===== src/rtl/autoconfig_pkg.sv =====
// Shared definitions for the Zorro II autoconfig chain.
//   - Z2 bus-cycle phase encodings produced by the external cycle tracker
//   - autoconfig register offsets (ADDR[8:1] word offsets inside 0xE8xxxx)
//   - size_window(): Zorro II size code -> window length in 64KB units
package autoconfig_pkg;

    typedef enum logic [1:0] {
        Z2_IDLE = 2'd0,
        Z2_ADDR = 2'd1,
        Z2_DATA = 2'd2,
        Z2_END  = 2'd3
    } z2_state_t;

    // Upper address byte of the autoconfig space.
    localparam logic [7:0] AC_SPACE = 8'hE8;

    // Read map (word offsets).
    localparam logic [7:0] OFF_TYPE    = 8'h00;
    localparam logic [7:0] OFF_SIZE    = 8'h01;
    localparam logic [7:0] OFF_PROD_HI = 8'h02;
    localparam logic [7:0] OFF_PROD_LO = 8'h03;
    localparam logic [7:0] OFF_FLAGS   = 8'h04;
    localparam logic [7:0] OFF_MFG     = 8'h08;  // 08..0B, high nibble first
    localparam logic [7:0] OFF_SERIAL  = 8'h0C;  // 0C..13, high nibble first
    localparam logic [7:0] OFF_ROM_VEC = 8'h14;  // 14..17, high nibble first
    localparam logic [7:0] OFF_INT0    = 8'h20;
    localparam logic [7:0] OFF_INT1    = 8'h21;

    // Write map (word offsets).
    localparam logic [7:0] OFF_BASE_HI = 8'h24;
    localparam logic [7:0] OFF_BASE_LO = 8'h25;
    localparam logic [7:0] OFF_SHUTUP  = 8'h26;

    // Boot ROM vector reported by boards that carry an autoboot ROM.
    localparam logic [15:0] ROM_VECTOR = 16'h0008;

    // Window length in 64KB units. Code 000 is the 8MB case (128 units);
    // codes 001..111 double from 64KB up to 4MB.
    function automatic logic [7:0] size_window(input logic [2:0] code);
        logic [7:0] w;
        case (code)
            3'b000:  w = 8'd128;
            3'b001:  w = 8'd1;
            3'b010:  w = 8'd2;
            3'b011:  w = 8'd4;
            3'b100:  w = 8'd8;
            3'b101:  w = 8'd16;
            3'b110:  w = 8'd32;
            default: w = 8'd64;
        endcase
        return w;
    endfunction

endpackage


===== src/rtl/ac_nibble_rom.sv =====
// Combinational autoconfig register map for one board.
// Returns the raw (pre-inversion) nibble for a word offset; the caller
// applies the inversion rule of the autoconfig space.
//   mfg_id    : manufacturer ID
//   serial    : serial number
//   prod_id   : product ID of the selected board
//   size_code : Zorro II size code of the selected board
//   is_mem    : board is memory (add to free pool)
//   has_rom   : board carries an autoboot ROM
//   offset    : ADDR[8:1] word offset
//   nibble    : raw register nibble
module ac_nibble_rom
    import autoconfig_pkg::*;
(
    input  logic [15:0] mfg_id,
    input  logic [31:0] serial,
    input  logic [7:0]  prod_id,
    input  logic [2:0]  size_code,
    input  logic        is_mem,
    input  logic        has_rom,
    input  logic [7:0]  offset,
    output logic [3:0]  nibble
);

    logic [15:0] rom_off;

    assign rom_off = has_rom ? ROM_VECTOR : 16'h0000;

    always_comb begin
        nibble = 4'h0;
        case (offset)
            // Zorro II type: bits 11, then memory/free-pool, then ROM vector valid.
            OFF_TYPE:           nibble = {2'b11, is_mem, has_rom};
            OFF_SIZE:           nibble = {1'b0, size_code};
            OFF_PROD_HI:        nibble = prod_id[7:4];
            OFF_PROD_LO:        nibble = prod_id[3:0];
            OFF_FLAGS:          nibble = {is_mem, 3'b000};
            OFF_MFG:            nibble = mfg_id[15:12];
            OFF_MFG + 8'd1:     nibble = mfg_id[11:8];
            OFF_MFG + 8'd2:     nibble = mfg_id[7:4];
            OFF_MFG + 8'd3:     nibble = mfg_id[3:0];
            OFF_SERIAL:         nibble = serial[31:28];
            OFF_SERIAL + 8'd1:  nibble = serial[27:24];
            OFF_SERIAL + 8'd2:  nibble = serial[23:20];
            OFF_SERIAL + 8'd3:  nibble = serial[19:16];
            OFF_SERIAL + 8'd4:  nibble = serial[15:12];
            OFF_SERIAL + 8'd5:  nibble = serial[11:8];
            OFF_SERIAL + 8'd6:  nibble = serial[7:4];
            OFF_SERIAL + 8'd7:  nibble = serial[3:0];
            OFF_ROM_VEC:        nibble = rom_off[15:12];
            OFF_ROM_VEC + 8'd1: nibble = rom_off[11:8];
            OFF_ROM_VEC + 8'd2: nibble = rom_off[7:4];
            OFF_ROM_VEC + 8'd3: nibble = rom_off[3:0];
            // These two are read without inversion; all ones matches the
            // appearance of unmapped space.
            OFF_INT0, OFF_INT1: nibble = 4'hF;
            // Unmapped offsets are inverted by the caller, so 0 reads as F.
            default:            nibble = 4'h0;
        endcase
    end

endmodule


===== src/rtl/autoconfig_chain.sv =====
// Zorro II autoconfig chain: presents NUM_BOARDS boards one after another in
// the 0xE8xxxx space, accepts their base addresses, and reports which
// configured window the current address falls in.
//   CLK, RESET_n      : clock, synchronous active-low reset
//   ADDR[23:1]        : CPU address
//   AS_n, RW, DIN     : address strobe (low), 1=read, write data D15..D12
//   z2_state          : bus phase from the Zorro II cycle tracker
//   board_en          : per-board enable; disabled boards are skipped
//   DOUT              : read-data nibble
//   dtack             : acknowledge of an autoconfig access
//   autoconfig_cycle  : access to the autoconfig space while the chain is active
//   cfgout            : chain finished
//   configured        : per-board committed base
//   board_hit         : ADDR inside a configured board's window
//
// Handshake: an access is taken in the CLK cycle where z2_state is Z2_DATA,
// autoconfig_cycle is 1 and dtack is 0. dtack is then 1 for exactly that one
// following CLK and returns to 0; DOUT is valid from the same edge that
// raises dtack and holds until the next read access or reset.
module autoconfig_chain
    import autoconfig_pkg::*;
#(
    parameter int                        NUM_BOARDS = 3,
    parameter logic [15:0]               MFG_ID     = 16'h07DB,
    parameter logic [8*NUM_BOARDS-1:0]   PROD_IDS   = {8'd72, 8'd73, 8'd74},
    parameter logic [3*NUM_BOARDS-1:0]   SIZE_CODES = {3'b001, 3'b001, 3'b000},
    parameter logic [NUM_BOARDS-1:0]     MEM_MASK   = 3'b001,
    parameter logic [NUM_BOARDS-1:0]     ROM_MASK   = 3'b000,
    parameter logic [31:0]               SERIAL     = 32'd1,
    parameter int                        WAIT_PRED  = 1
)
(
    input  logic                  CLK,
    input  logic                  RESET_n,
    input  logic [23:1]           ADDR,
    input  logic                  AS_n,
    input  logic                  RW,
    input  logic [3:0]            DIN,
    input  logic [1:0]            z2_state,
    input  logic [NUM_BOARDS-1:0] board_en,
    output logic [3:0]            DOUT,
    output logic                  dtack,
    output logic                  autoconfig_cycle,
    output logic                  cfgout,
    output logic [NUM_BOARDS-1:0] configured,
    output logic [NUM_BOARDS-1:0] board_hit
);

    localparam int            CW       = $clog2(NUM_BOARDS + 1);
    localparam logic [CW-1:0] CUR_DONE = CW'(NUM_BOARDS);

    logic [CW-1:0] cur;
    logic [CW-1:0] cur_first;
    logic [CW-1:0] cur_next;
    logic          as_q;
    logic          cfgin;
    logic          pred_cfg;
    logic [3:0]    base_lo;
    logic [7:0]    base [NUM_BOARDS];

    logic [7:0]    off;
    logic          in_space;
    logic          access;
    logic          as_rise;

    logic [7:0]    sel_prod;
    logic [2:0]    sel_size;
    logic          sel_mem;
    logic          sel_rom;
    logic [3:0]    raw_nibble;
    logic [3:0]    rd_nibble;

    logic [8:0]    addr9;
    logic [8:0]    lo9;
    logic [8:0]    hi9;

    logic          unused_addr;

    assign off              = ADDR[8:1];
    assign in_space         = (ADDR[23:16] == AC_SPACE);
    assign autoconfig_cycle = in_space && cfgin && !cfgout;
    assign access           = (z2_state == Z2_DATA) && autoconfig_cycle && !dtack;
    assign as_rise          = !as_q && AS_n;
    assign unused_addr      = &{1'b0, ADDR[15:9]};

    // Lowest enabled board overall (reset) and lowest enabled above cur (advance).
    always_comb begin
        cur_first = CUR_DONE;
        cur_next  = CUR_DONE;
        for (int i = NUM_BOARDS - 1; i >= 0; i--) begin
            if (board_en[i]) begin
                cur_first = CW'(i);
            end
            if (board_en[i] && (CW'(i) > cur)) begin
                cur_next = CW'(i);
            end
        end
    end

    // Parameters of the board currently being presented.
    always_comb begin
        sel_prod = PROD_IDS[7:0];
        sel_size = SIZE_CODES[2:0];
        sel_mem  = MEM_MASK[0];
        sel_rom  = ROM_MASK[0];
        for (int i = 0; i < NUM_BOARDS; i++) begin
            if (cur == CW'(i)) begin
                sel_prod = PROD_IDS[i*8 +: 8];
                sel_size = SIZE_CODES[i*3 +: 3];
                sel_mem  = MEM_MASK[i];
                sel_rom  = ROM_MASK[i];
            end
        end
    end

    ac_nibble_rom u_rom (
        .mfg_id    (MFG_ID),
        .serial    (SERIAL),
        .prod_id   (sel_prod),
        .size_code (sel_size),
        .is_mem    (sel_mem),
        .has_rom   (sel_rom),
        .offset    (off),
        .nibble    (raw_nibble)
    );

    // Only the type nibble and the two interrupt offsets are stored true.
    assign rd_nibble = ((off == OFF_TYPE) || (off == OFF_INT0) || (off == OFF_INT1))
                       ? raw_nibble : ~raw_nibble;

    // Window compare in 9 bits: a window that runs past FF simply caps the
    // upper bound above any reachable address instead of wrapping to 00.
    always_comb begin
        board_hit = '0;
        addr9     = {1'b0, ADDR[23:16]};
        lo9       = '0;
        hi9       = '0;
        for (int i = 0; i < NUM_BOARDS; i++) begin
            lo9 = {1'b0, base[i]};
            hi9 = lo9 + {1'b0, size_window(SIZE_CODES[i*3 +: 3])} - 9'd1;
            if (configured[i] && (addr9 >= lo9) && (addr9 <= hi9)) begin
                board_hit[i] = 1'b1;
            end
        end
    end

    always_ff @(posedge CLK) begin
        if (!RESET_n) begin
            // as_q resets high so leaving reset with AS_n idle is not a rise.
            as_q       <= 1'b1;
            DOUT       <= 4'h0;
            dtack      <= 1'b0;
            cfgin      <= 1'b0;
            cfgout     <= 1'b0;
            pred_cfg   <= (WAIT_PRED == 0);
            configured <= '0;
            base_lo    <= 4'h0;
            cur        <= cur_first;
            for (int i = 0; i < NUM_BOARDS; i++) begin
                base[i] <= 8'h00;
            end
        end else begin
            as_q  <= AS_n;
            dtack <= access;

            if (as_rise) begin
                cfgin  <= pred_cfg;
                cfgout <= (cur == CUR_DONE);
            end

            // Snoop the predecessor's base write; sticky until reset.
            if (WAIT_PRED == 0) begin
                pred_cfg <= 1'b1;
            end else if (in_space && !AS_n && !RW && (off == OFF_BASE_HI)) begin
                pred_cfg <= 1'b1;
            end

            if (access) begin
                if (RW) begin
                    DOUT <= rd_nibble;
                end else begin
                    case (off)
                        OFF_BASE_LO: base_lo <= DIN;
                        OFF_BASE_HI: begin
                            for (int i = 0; i < NUM_BOARDS; i++) begin
                                if (cur == CW'(i)) begin
                                    base[i]       <= {DIN, base_lo};
                                    configured[i] <= 1'b1;
                                end
                            end
                            // Each board starts with a fresh low nibble.
                            base_lo <= 4'h0;
                            cur     <= cur_next;
                        end
                        OFF_SHUTUP: begin
                            base_lo <= 4'h0;
                            cur     <= cur_next;
                        end
                        default: ;
                    endcase
                end
            end
        end
    end

endmodule


===== config.mk =====
export PLATFORM = sky130hd
export DESIGN_NAME = autoconfig_chain
export DESIGN_NICKNAME = d
export VERILOG_FILES = /design/src/rtl/autoconfig_pkg.sv /design/src/rtl/ac_nibble_rom.sv /design/src/rtl/autoconfig_chain.sv
export SDC_FILE = /design/constraint.sdc
export NUM_CORES = 1
export LEC_CHECK = 0
export CORE_UTILIZATION = 40
export CTS_BUF_LIST = sky130_fd_sc_hd__clkbuf_8 sky130_fd_sc_hd__clkbuf_16
export CTS_CLUSTER_SIZE = 28
export DETAILED_ROUTE_END_ITERATION = 12
export PLACE_DENSITY = 0.65
export SYNTH_ARGS = -nofsm -noshare
export SYNTH_HDL_FRONTEND = slang
export SYNTH_SLANG_ARGS = --single-unit

===== constraint.sdc =====
create_clock -name CLK -period 4.2 [get_ports CLK]
set_input_delay 0.84 -clock CLK [delete_from_list [all_inputs] [get_ports CLK]]
set_output_delay 0.84 -clock CLK [all_outputs]
set_load 0.05 [all_outputs]

==> impl_results.md, run 1 <==
* NetSw at 0.2090 mW
* Remaining Overflow, GRT at 0
* R2R Path End: base[0][5]
* Sw frac at 23.28%
* Initial DRC Count at 67
* Die Area at 6900 sq um
* Post-Route WL at 5328 microns
* Hold EP: base_lo[0]
* Critical path's slowest cell: clkdlybuf4s50_1
* Largest net degree at the start of global routing at 23
* Io pins at 49
* Port bufs at 41
* Ys Warns at 0
* GRT Total Usage at 16.46%
* Most common cell on crit path: a221o_1
* Max transition margin at 53.78%
* Clock power frac at 34.2%
* Setup TNS at 0 ns
* Leakage at 1.333 nW
* RSZ-0062 raised after global routing: no
* Worst hold path class: register to register
* Critical-path cell list: clkdlybuf4s50_1 > ha_1 > and4_1 > a221o_1 > a221o_1 > a211oi_1 > buf_12
* Clk root buf: clkbuf_8
* CP required at 3.36 ns
* Placed instance count at 369
* Main synth FF type: edfxtp_1
* Syn_nets at 325
* Cts bufs inserted at 5
* Number of buffers and inverters on the critical path at 2
* CTS tree: built
* Critical Path AT at 3.15 ns
* WS Path Type: input pin to output port
* Post-cts hold buffer count at 0
* WHS Path Cells at 2
* Initial Util at 41.40%
* Outcome: complete, no violations
* Area contributors post-synth: edfxtp_1 (30%), ha_1 (18%), dfxtp_1 (12%), inv_1 (4.3%), nand2_1 (2.7%)
* Vias per cell at 5.180
* Avg Inst Size Synth at 10.43 sq um
* Final Cycle Share at 94.98%
* Ant. Diodes at 0
* # setup viols final at 0
* Combinational share of power at 15.1%
* Setup slack, reg-to-reg at 2.07 ns
* Crit path max-delay family: compound AO/OA/AOI/OAI gates
* Hold path startpoint: base_lo[0]
* Fillers at 574
* Internal power at 0.6889 mW
* WP depth at 7
* FP Rows at 29
* Register area at 1101 sq um
* Clock Latency Late Sink at 0.29 ns
* Clock Path Buffers at 2
* Worst-margin pin slew at 0.6870 ns
* Worst R2R Start: cfgout
* Via count at 1953
* Max Cap Viol at 0
* Die Y at 83.07 microns
* Synth Instances at 252
* WL/cell at 14.13 microns
* Period minus WS final at 3.989 ns
* Share of the synthesized area in the top cell type at 29.70%
* Htree depth at 2
* Yosys reg bits at 42
* F_max at 250.7 MHz
* CP max FO at 5
* Worst setup EP type: output port
* Post-detailed-route count of antenna-violating nets at 0
* Nets@finish at 372
* Placer Congestion at 0.8852
* Place WS at 0.2075 ns
* Remaining DRCs at 0
* Worst reg-to-reg path cell count at 5
* Clk pin slew, worst setup/hold paths at 0.08 ns
* Largest area contributor in the netlist: edfxtp_1
* Layout cells sized above 1 at 6.333%
* Final Skew at 0.006417 ns
* Peak VDD IR at 151.6 uV
* Fin util at 51.37%
* First-pass GRT wire length at 9108 microns
* Yosys cell types at 49
* Post-CTS Setup Repair Bufs at 0
* Post-synth EDFFs at 26
* Drt pass-1 iters at 4
* Max-slew violations at 0
* CTS sink count at 42
* Async set-or-reset flop fraction in the synthesized netlist at 0%
* Final worst slack at 0.2110 ns
* Fin. Hold Viols at 0
* Critical Path Max Stage Delay at 0.52 ns
* Pwr dens at 275.3 nW/um^2
* Sequential element share of the synthesized area at 41.88%
* Sequential fraction of design power at 50.6%
* Detail Placement HPWL at 4314 microns
* Core area at 6350 sq um
* Vias in the first global route at 1954
* Syn-to-layout area delta at 24.08%
* Post-Layout Cell Count at 377
* Cell Area, Synth at 2629 sq um
* Initial antenna violation count at 0
* Area of the multi-input gates at 1380 sq um
* Startpoint Class: input pin
* DIE WIDTH at 83.07 microns
* Resize count post-CTS at 0
-- worst register-to-register path: stages (launching register included) --
cell and delay (ns):
dfxtp_1 0.34, nor4bb_1 0.38, and4b_1 0.46, nand3_1 0.25, o21ai_0 0.21, buf_4 0.20
-- through the flow --
stage               power [mW]  hold WS [ns]  instance area (sq um)
global route            0.9506        0.4831                   3262
floorplan               0.5389        0.4405                   2629
finish                  0.8980        0.4658                   3262
global placement        0.5976        0.4518                   3152
detailed placement      0.6007        0.4541                   3152
CTS                     0.9055        0.4670                   3262
-- sequential cells by signal (all words and copies together), names as in the netlist, 2 cells and up --
signal and flops:
base 24, cur 2, DOUT 4, base_lo 4
configured 3
-- layout make-up --
type,instances,area share [%]
clock buffers,5,2.110
clock inverters,3,1.266
inverters,31,3.567
multi-input cells,173,42.31
flip-flops and latches,42,33.76
well taps,77,2.954
repair buffers,46,14.04
-- routing by layer --
layer / global-route usage [%] / wire length [microns]
met1: 20.55 / 2434
met2: 28.39 / 2620
met3: 3.380 / 200
met4: 5.329 / 72
met5: 0 / 0
-- cells in the mapped netlist (5+ instances only) --
cell type,count
edfxtp_1,26
xnor2_1,6
and2_1,9
nand3_1,5
ha_1,37
nor2_1,9
dfxtp_1,16
a21oi_1,7
o21ai_0,9
nand2_1,19
inv_1,30
o21a_1,5
-- cell usage in the layout (no fill, tap or decap), drive strengths merged, types with 2 or more instances in the layout --
| master | n |
|---|---|
| clkbuf | 5 |
| o21a | 5 |
| edfxtp | 26 |
| and4b | 4 |
| nor2b | 3 |
| nor4 | 5 |
| nand4b | 3 |
| a21oi | 7 |
| clkdlybuf4s50 | 40 |
| a211oi | 3 |
| o21ai | 9 |
| o22ai | 4 |
| o31ai | 4 |
| nand2 | 19 |
| nand3 | 5 |
| nor2 | 9 |
| and2 | 9 |
| buf | 6 |
| nand4 | 4 |
| a31oi | 2 |
| xnor2 | 6 |
| a21o | 2 |
| and3 | 3 |
| inv | 31 |
| mux2i | 3 |
| nor3 | 3 |
| a311oi | 3 |
| dfxtp | 16 |
| a221o | 2 |
| ha | 37 |
| nand2b | 4 |
-- power groups by stage --
stage                     logic, mW  registers, mW  clock network (mW)
after floorplan              0.0755          0.463                   0
after global placement        0.134          0.464                   0
after detailed placement      0.136          0.464                   0
after CTS                     0.137          0.455               0.314
after global routing          0.155          0.456               0.340
final                         0.136          0.455               0.307
-- logic make-up (layout without fill, tap and decap cells) --
| kind of cell | after synthesis | in the layout | share of synthesized area, % |
|---|---|---|---|
| muxes | 3 | 3 | 1.142 |
| adders and majority gates | 37 | 37 | 17.61 |
| buffers and inverters | 37 | 85 | 5.616 |
| xor gates and xnor gates | 6 | 6 | 1.999 |
| DFF | 42 | 42 | 41.88 |
| and+or+nand+nor | 78 | 78 | 18.47 |
| AOI/OAI and AO/OA | 49 | 49 | 13.28 |
-- worst max path at each step --
stage / slack, ns / endpoint / start
2_1_floorplan: 0.17 / board_hit[0] / base[0][0]
3_5_place_dp: 0.21 / board_hit[0] / ADDR[19]
3_3_place_gp: 0.20 / board_hit[0] / ADDR[19]
6_report: 0.21 / board_hit[0] / ADDR[19]
4_1_cts: 0.20 / board_hit[0] / ADDR[19]
5_1_grt: 0.11 / board_hit[0] / ADDR[19]
(Power assumes the default switching activity.)
==> inputs of run 2 (changes only) <==
HOLD_SLACK_MARGIN = 0.02   (was unset)
PLACE_DENSITY = unset   (was 0.65)
==> run 2 against run 1 <==
  * Hold slack barely moved
  * Final cell count did not move
  * Critical path depth did not move
  * Clock power rose by 5%
  * Setup slack got worse by 0.010 ns
  * Global-route usage rose by 0.33 points
  * Critical endpoint unchanged
  * Largest cell class unchanged
  * Largest power group unchanged
  * Highest routed layer unchanged
==> impl_results.md, run 2 (synthesized netlist as in run 1, its figures left out) <==
* Most common cell after layout, fill and taps aside: clkdlybuf4s50_1
* Post-Route WL at 5421 microns (+1.7%)
* Largest net degree at the start of global routing at 23 (unchanged)
* Peak VDD IR at 120.7 uV (-20%)
* Io pins at 49 (unchanged)
* Vias per cell at 5.263 (+1.6%)
* CP max FO at 5 (unchanged)
* Drt pass-1 iters at 4 (unchanged)
* Crit path max-delay family: compound AO/OA/AOI/OAI gates
* Max-slew violations at 0 (unchanged)
* Pwr dens at 279.5 nW/um^2 (+1.5%)
* Outcome: complete, no violations
* WS Path Type: input pin to output port
* CP required at 3.36 ns (about the same)
* Htree depth at 2 (unchanged)
* Port bufs at 41 (unchanged)
* CTS tree: built
* Placed inst area at 3152 sq um (unchanged)
* Initial Util at 41.40% (unchanged)
* Core area at 6350 sq um (unchanged)
* Power Total at 0.9133 mW (+1.7%)
* Max transition margin at 51.33% (-2.4 points)
* Die Area at 6900 sq um (unchanged)
* GRT Total Usage at 16.79% (+0.33 points)
* Placed instance count at 369 (unchanged)
* FP Rows at 29 (unchanged)
* Syn-to-layout area delta at 24.32%
* Clk root buf: clkbuf_8
* Most flop-heavy register: base
* Resize count post-CTS at 0 (unchanged)
* CTS sink count at 42 (unchanged)
* F_max at 250.1 MHz (-0.25%)
* Clock Path Buffers at 2 (unchanged)
* Number of buffers and inverters on the critical path at 2 (unchanged)
* Via count at 1984 (+1.6%)
* Remaining Overflow, GRT at 0 (unchanged)
* Final Cycle Share at 95.22% (+0.24 points)
* Clk pin slew, worst setup/hold paths at 0.07 ns (about the same)
* Critical Path Max Stage Delay at 0.61 ns (+0.09 ns)
* Nets@finish at 372 (unchanged)
* Vias in the first global route at 1977 (+1.2%)
* Post-detailed-route count of antenna-violating nets at 0 (unchanged)
* Worst-margin pin slew at 0.7233 ns (+0.03635 ns)
* Most common cell on crit path: a221o_1
* Leakage at 1.340 nW (+0.53%)
* Final Skew at 0.006970 ns (+0.0005532 ns)
* Post-CTS Setup Repair Bufs at 0 (unchanged)
* Fin. Hold Viols at 0 (unchanged)
* First-pass GRT wire length at 9280 microns (+1.9%)
* Gr busiest metal: met2
* Layout cells sized above 1 at 6.333% (unchanged)
* Post-route cell area at 3268 sq um (+0.19%)
* Fin util at 51.47% (+0.099 points)
* Met2 Resource Use GR at 28.17% (-0.22 points)
* Met1 Use GR at 22.35% (+1.8 points)
* Worst hold path class: register to register
* Critical Path AT at 3.16 ns (about the same)
* Detail Placement HPWL at 4367 microns (+1.2%)
* Ant. Diodes at 0 (unchanged)
* GR Util met3 at 2.087% (-1.3 points)
* Critical path's slowest cell: clkdlybuf4s50_1
* Setup TNS at 0 ns (unchanged)
* WL/cell at 14.38 microns (+1.7%)
* Remaining DRCs at 0 (unchanged)
* Initial antenna violation count at 0 (unchanged)
* Fillers at 608 (+5.9%)
* Max Cap Viol at 0 (unchanged)
* Max reg flops at 24 (unchanged)
* Startpoint Class: input pin
* RSZ-0062 raised after global routing: no
* Placer Congestion at 0.7933 (-10%)
* DIE WIDTH at 83.07 microns (unchanged)
* Biggest regs: base: 24 flops, DOUT: 4 flops, base_lo: 4 flops
* Post-Layout Cell Count at 377 (unchanged)
* Period minus WS final at 3.999 ns (+0.01007 ns)
* Clock Latency Late Sink at 0.29 ns (about the same)
* Die Y at 83.07 microns (unchanged)
* Post-cts hold buffer count at 0 (unchanged)
* Cts bufs inserted at 5 (unchanged)
* Critical-path cell list: clkdlybuf4s50_1 > ha_1 > and4_1 > a221o_1 > a221o_1 > a211oi_1 > buf_12
* Initial DRC Count at 55 (-18%)
* # setup viols final at 0 (unchanged)
* Most frequent cells in the layout: clkdlybuf4s50_1 (40), ha_1 (37), inv_1 (31), edfxtp_1 (26), nand2_1 (19)
* Worst setup EP type: output port
## run 2: cell types whose count changed in the layout (fill, tap and decap cells not counted)
cell        change
clkinvlp_4      -1
clkbuf_8        +1
## run 2: report_power, final
part           leakage [nW]  switching, mW  internal (mW)  total (mW)
clock network        0.0626          0.132          0.191       0.323
registers             0.386        0.00625          0.448       0.455
logic                 0.891         0.0702         0.0656       0.136
total                  1.34          0.208          0.705       0.913
## run 2: final cells by class
class,instances,area (sq um),share of cell area (%)
inverters,31,116.4,3.561
multi-input cells,173,1380,42.23
clock buffers,6,82.58,2.527
clock inverters,2,33.78,1.034
flip-flops and latches,42,1101,33.69
well taps,77,96.34,2.948
repair buffers,46,457.9,14.01
## run 2: final timing paths
path	startpoint	end	slack (ns)	cells after the start
hold reg to reg	base_lo[0]	base_lo[0]	0.47	2
setup / recovery	ADDR[19]	board_hit[0]	0.20	7
hold / removal	base_lo[0]	base_lo[0]	0.47	2
setup reg to reg	cfgout	base[0][20]	1.77	5
## run 2: tightest hold or removal path: cells and delay by family (launching register included)
kind	cells	cell delay, ns
simple gates	1	0.05
compound gates	1	0.06
flops	1	0.31
## run 2: per-stage QoR
stage	setup WS (ns)	hold WS [ns]
after floorplan	0.1692	0.4405
after global placement	0.2152	0.4540
after detailed placement	0.1924	0.4540
after CTS	0.1863	0.4671
after global routing	0.08576	0.5018
final	0.2010	0.4656
## run 2: layer usage
metal / part of all wire [%] / routed length, microns
met1: 48 / 2580
met2: 48 / 2577
met4: 1.3 / 72
met3: 3.5 / 191
met5: 0 / 0
==> inputs of run 3 (changes only) <==
CORE_UTILIZATION = 35   (was 40)
PLACE_DENSITY = 0.61   (was unset)
==> run 3 against run 2 <==
  * Core utilization decreased by 6.2 points
  * Sequential cell count unchanged
  * Clock power shrank 22%
  * Hold slack lost 0.0024 ns
  * Setup slack better by 0.099 ns
  * Combinational power about the same
  * Via count fell by 0.66%
  * Clock skew increased by 0.0051 ns
  * Routed wire length is 5.0% higher
  * Maximum frequency increased by 2.5%
  * Critical endpoint unchanged
==> impl_results.md, run 3 (synthesized netlist as in run 1, its figures left out) <==
* Worst reg-to-reg path cell count at 5 (unchanged)
* Hold path startpoint: base_lo[2]
* CP max FO at 2 (-3)
* Die Y at 88.67 microns (+6.7%)
* Largest net degree at the start of global routing at 23 (unchanged)
* Most flop-heavy register: base
* Number of buffers and inverters on the critical path at 2 (unchanged)
* F_max at 256.4 MHz (+2.5%)
* First-pass GRT wire length at 9273 microns (about the same)
* GRT Total Usage at 15.65% (-1.1 points)
* Register area at 1101 sq um (unchanged)
* Critical path startpoint: ADDR[18]
* Worst setup EP type: output port
* Worst-margin pin slew at 0.6694 ns (-0.05396 ns)
* Drt pass-1 iters at 4 (unchanged)
* Core area at 7253 sq um (+14%)
* Placer Congestion at 0.7973 (+0.50%)
* Initial antenna violation count at 0 (unchanged)
* Fillers at 720 (+18%)
* Most common cell after layout, fill and taps aside: clkdlybuf4s50_1
* Max Cap Viol at 0 (unchanged)
* Post-Route WL at 5694 microns (+5.0%)
* Sw frac at 25.43% (+2.7 points)
* Post-detailed-route count of antenna-violating nets at 0 (unchanged)
* Hold EP: base_lo[2]
* Die Area at 7861 sq um (+14%)
* Most frequent cells in the layout: clkdlybuf4s50_1 (39), ha_1 (37), inv_1 (30), edfxtp_1 (26), nand2_1 (19)
* Remaining Overflow, GRT at 0 (unchanged)
* Critical path's slowest cell: clkdlybuf4s50_1
* Clock Path Buffers at 2 (unchanged)
* Vias per cell at 4.903 (-6.8%)
* Worst R2R Start: cfgout
* Most common cell on crit path: a221o_1
* Setup TNS at 0 ns (unchanged)
* Peak VDD IR at 127.7 uV (+5.7%)
* Clk pin slew, worst setup/hold paths at 0.07 ns (about the same)
* Syn-to-layout area delta at 24.94%
* CTS tree: built
* Layout cells sized above 1 at 7.591% (+1.3 points)
* Clock power frac at 29.7% (-5.7 points)
* Clock Latency Late Sink at 0.29 ns (about the same)
* Max reg flops at 24 (unchanged)
* Leakage at 1.335 nW (-0.34%)
* Ant. Diodes at 0 (unchanged)
* Fin. Hold Viols at 0 (unchanged)
* Final Cycle Share at 92.86% (-2.4 points)
* Sequential fraction of design power at 53.9% (+4.1 points)
* Area of the multi-input gates at 1380 sq um (unchanged)
* Worst hold path class: register to register
* Initial DRC Count at 90 (+64%)
* Setup slack, reg-to-reg at 2.02 ns (+0.25 ns)
* Remaining DRCs at 0 (unchanged)
* Max transition margin at 54.96% (+3.6 points)
* Outcome: complete, no violations
* RSZ-0062 raised after global routing: no
* Cts bufs inserted at 5 (unchanged)
* # setup viols final at 0 (unchanged)
* Htree depth at 2 (unchanged)
* NetSw at 0.2147 mW (+3.2%)
* WL/cell at 14.16 microns (-1.5%)
* WHS Path Cells at 2 (unchanged)
* Detail Placement HPWL at 4542 microns (+4.0%)
* Io pins at 49 (unchanged)
* Critical Path AT at 3.06 ns (-0.10 ns)
* Initial Util at 36.24% (-5.2 points)
* Via count at 1971 (-0.66%)
* Clk root buf: clkbuf_8
* Startpoint Class: input pin
* Final Skew at 0.01210 ns (+0.005130 ns)
* Combinational share of power at 16.4% (+1.5 points)
* Final worst slack at 0.2998 ns (+0.09888 ns)
* Fin util at 45.28% (-6.2 points)
* Critical-path cell list: clkdlybuf4s50_1 > ha_1 > a211o_1 > a221o_1 > a221o_1 > a211oi_1 > buf_12
* Post-cts hold buffer count at 0 (unchanged)
* CP required at 3.36 ns (about the same)
* Internal power at 0.6294 mW (-11%)
* Place WS at 0.2859 ns (+0.09345 ns)
* Crit path max-delay family: compound AO/OA/AOI/OAI gates
* FP Rows at 31 (+6.9%)
* Pwr dens at 257.0 nW/um^2 (-8.0%)
* DIE WIDTH at 88.67 microns (+6.7%)
* Biggest regs: base: 24 flops, DOUT: 4 flops, base_lo: 4 flops
* Vias in the first global route at 1929 (-2.4%)
* Port bufs at 41 (unchanged)
* R2R Path End: base[0][22]
* CTS sink count at 42 (unchanged)
* WS Path Type: input pin to output port
* Period minus WS final at 3.900 ns (-0.09889 ns)
* Post-CTS Setup Repair Bufs at 0 (unchanged)
* Nets@finish at 375 (+0.81%)
* Max-slew violations at 0 (unchanged)
* Critical Path Max Stage Delay at 0.44 ns (-0.17 ns)
* Resize count post-CTS at 0 (unchanged)
## run 3: worst max path at each step
| stage | end | slack [ns] | cells after the start |
|---|---|---|---|
| after floorplan | board_hit[0] | 0.17 | 9 |
| after global placement | board_hit[0] | 0.31 | 7 |
| after detailed placement | board_hit[0] | 0.29 | 7 |
| after CTS | board_hit[0] | 0.28 | 7 |
| after global routing | board_hit[0] | 0.15 | 8 |
| final | board_hit[0] | 0.30 | 7 |
## run 3: per-stage QoR
step	instance area (sq um)	total power, mW	cells	hold WS, ns
after floorplan	2629	0.5389	252	0.4405
after global placement	3199	0.6009	394	0.4488
after detailed placement	3199	0.6033	394	0.4537
after CTS	3284	0.8498	402	0.4662
after global routing	3284	0.8893	402	0.4960
final	3284	0.8441	402	0.4632
## run 3: power by group through the flow
stage                     clock, mW  sequential, mW  combinational (mW)
after CTS                     0.255           0.455               0.140
after global routing          0.276           0.456               0.157
final                         0.251           0.455               0.139
after detailed placement          0           0.464               0.139
after global placement            0           0.464               0.137
after floorplan                   0           0.463              0.0755
## run 3: layout make-up
type | instances | area share (%)
multi-input combinational | 173 | 42.02
sequential | 42 | 33.52
timing repair buffer | 49 | 14.55
tap | 99 | 3.771
inverter | 31 | 3.543
clock buffer | 5 | 2.095
clock inverter | 3 | 0.4952
## run 3: metal layers
| layer | routed length [microns] | GRT usage [%] | part of all wire, % | vias to the layer above |
|---|---|---|---|---|
| met2 | 2779 | 27.13 | 49 | 36 |
| met4 | 74 | 4.399 | 1.3 | 0 |
| li1 | - | - | - | 1017 |
| met5 | 0 | 0 | 0 | - |
| met3 | 178 | 2.705 | 3.1 | 6 |
| met1 | 2663 | 20.00 | 47 | 912 |
## run 3: worst reg2reg max path, delay by kind of cell (launching register included)
kind	cells	cell delay (ns)
buffers and inverters	1	0.20
flip-flops	1	0.34
AND/OR/NAND/NOR	3	1.12
AO/OA/AOI/OAI	1	0.22
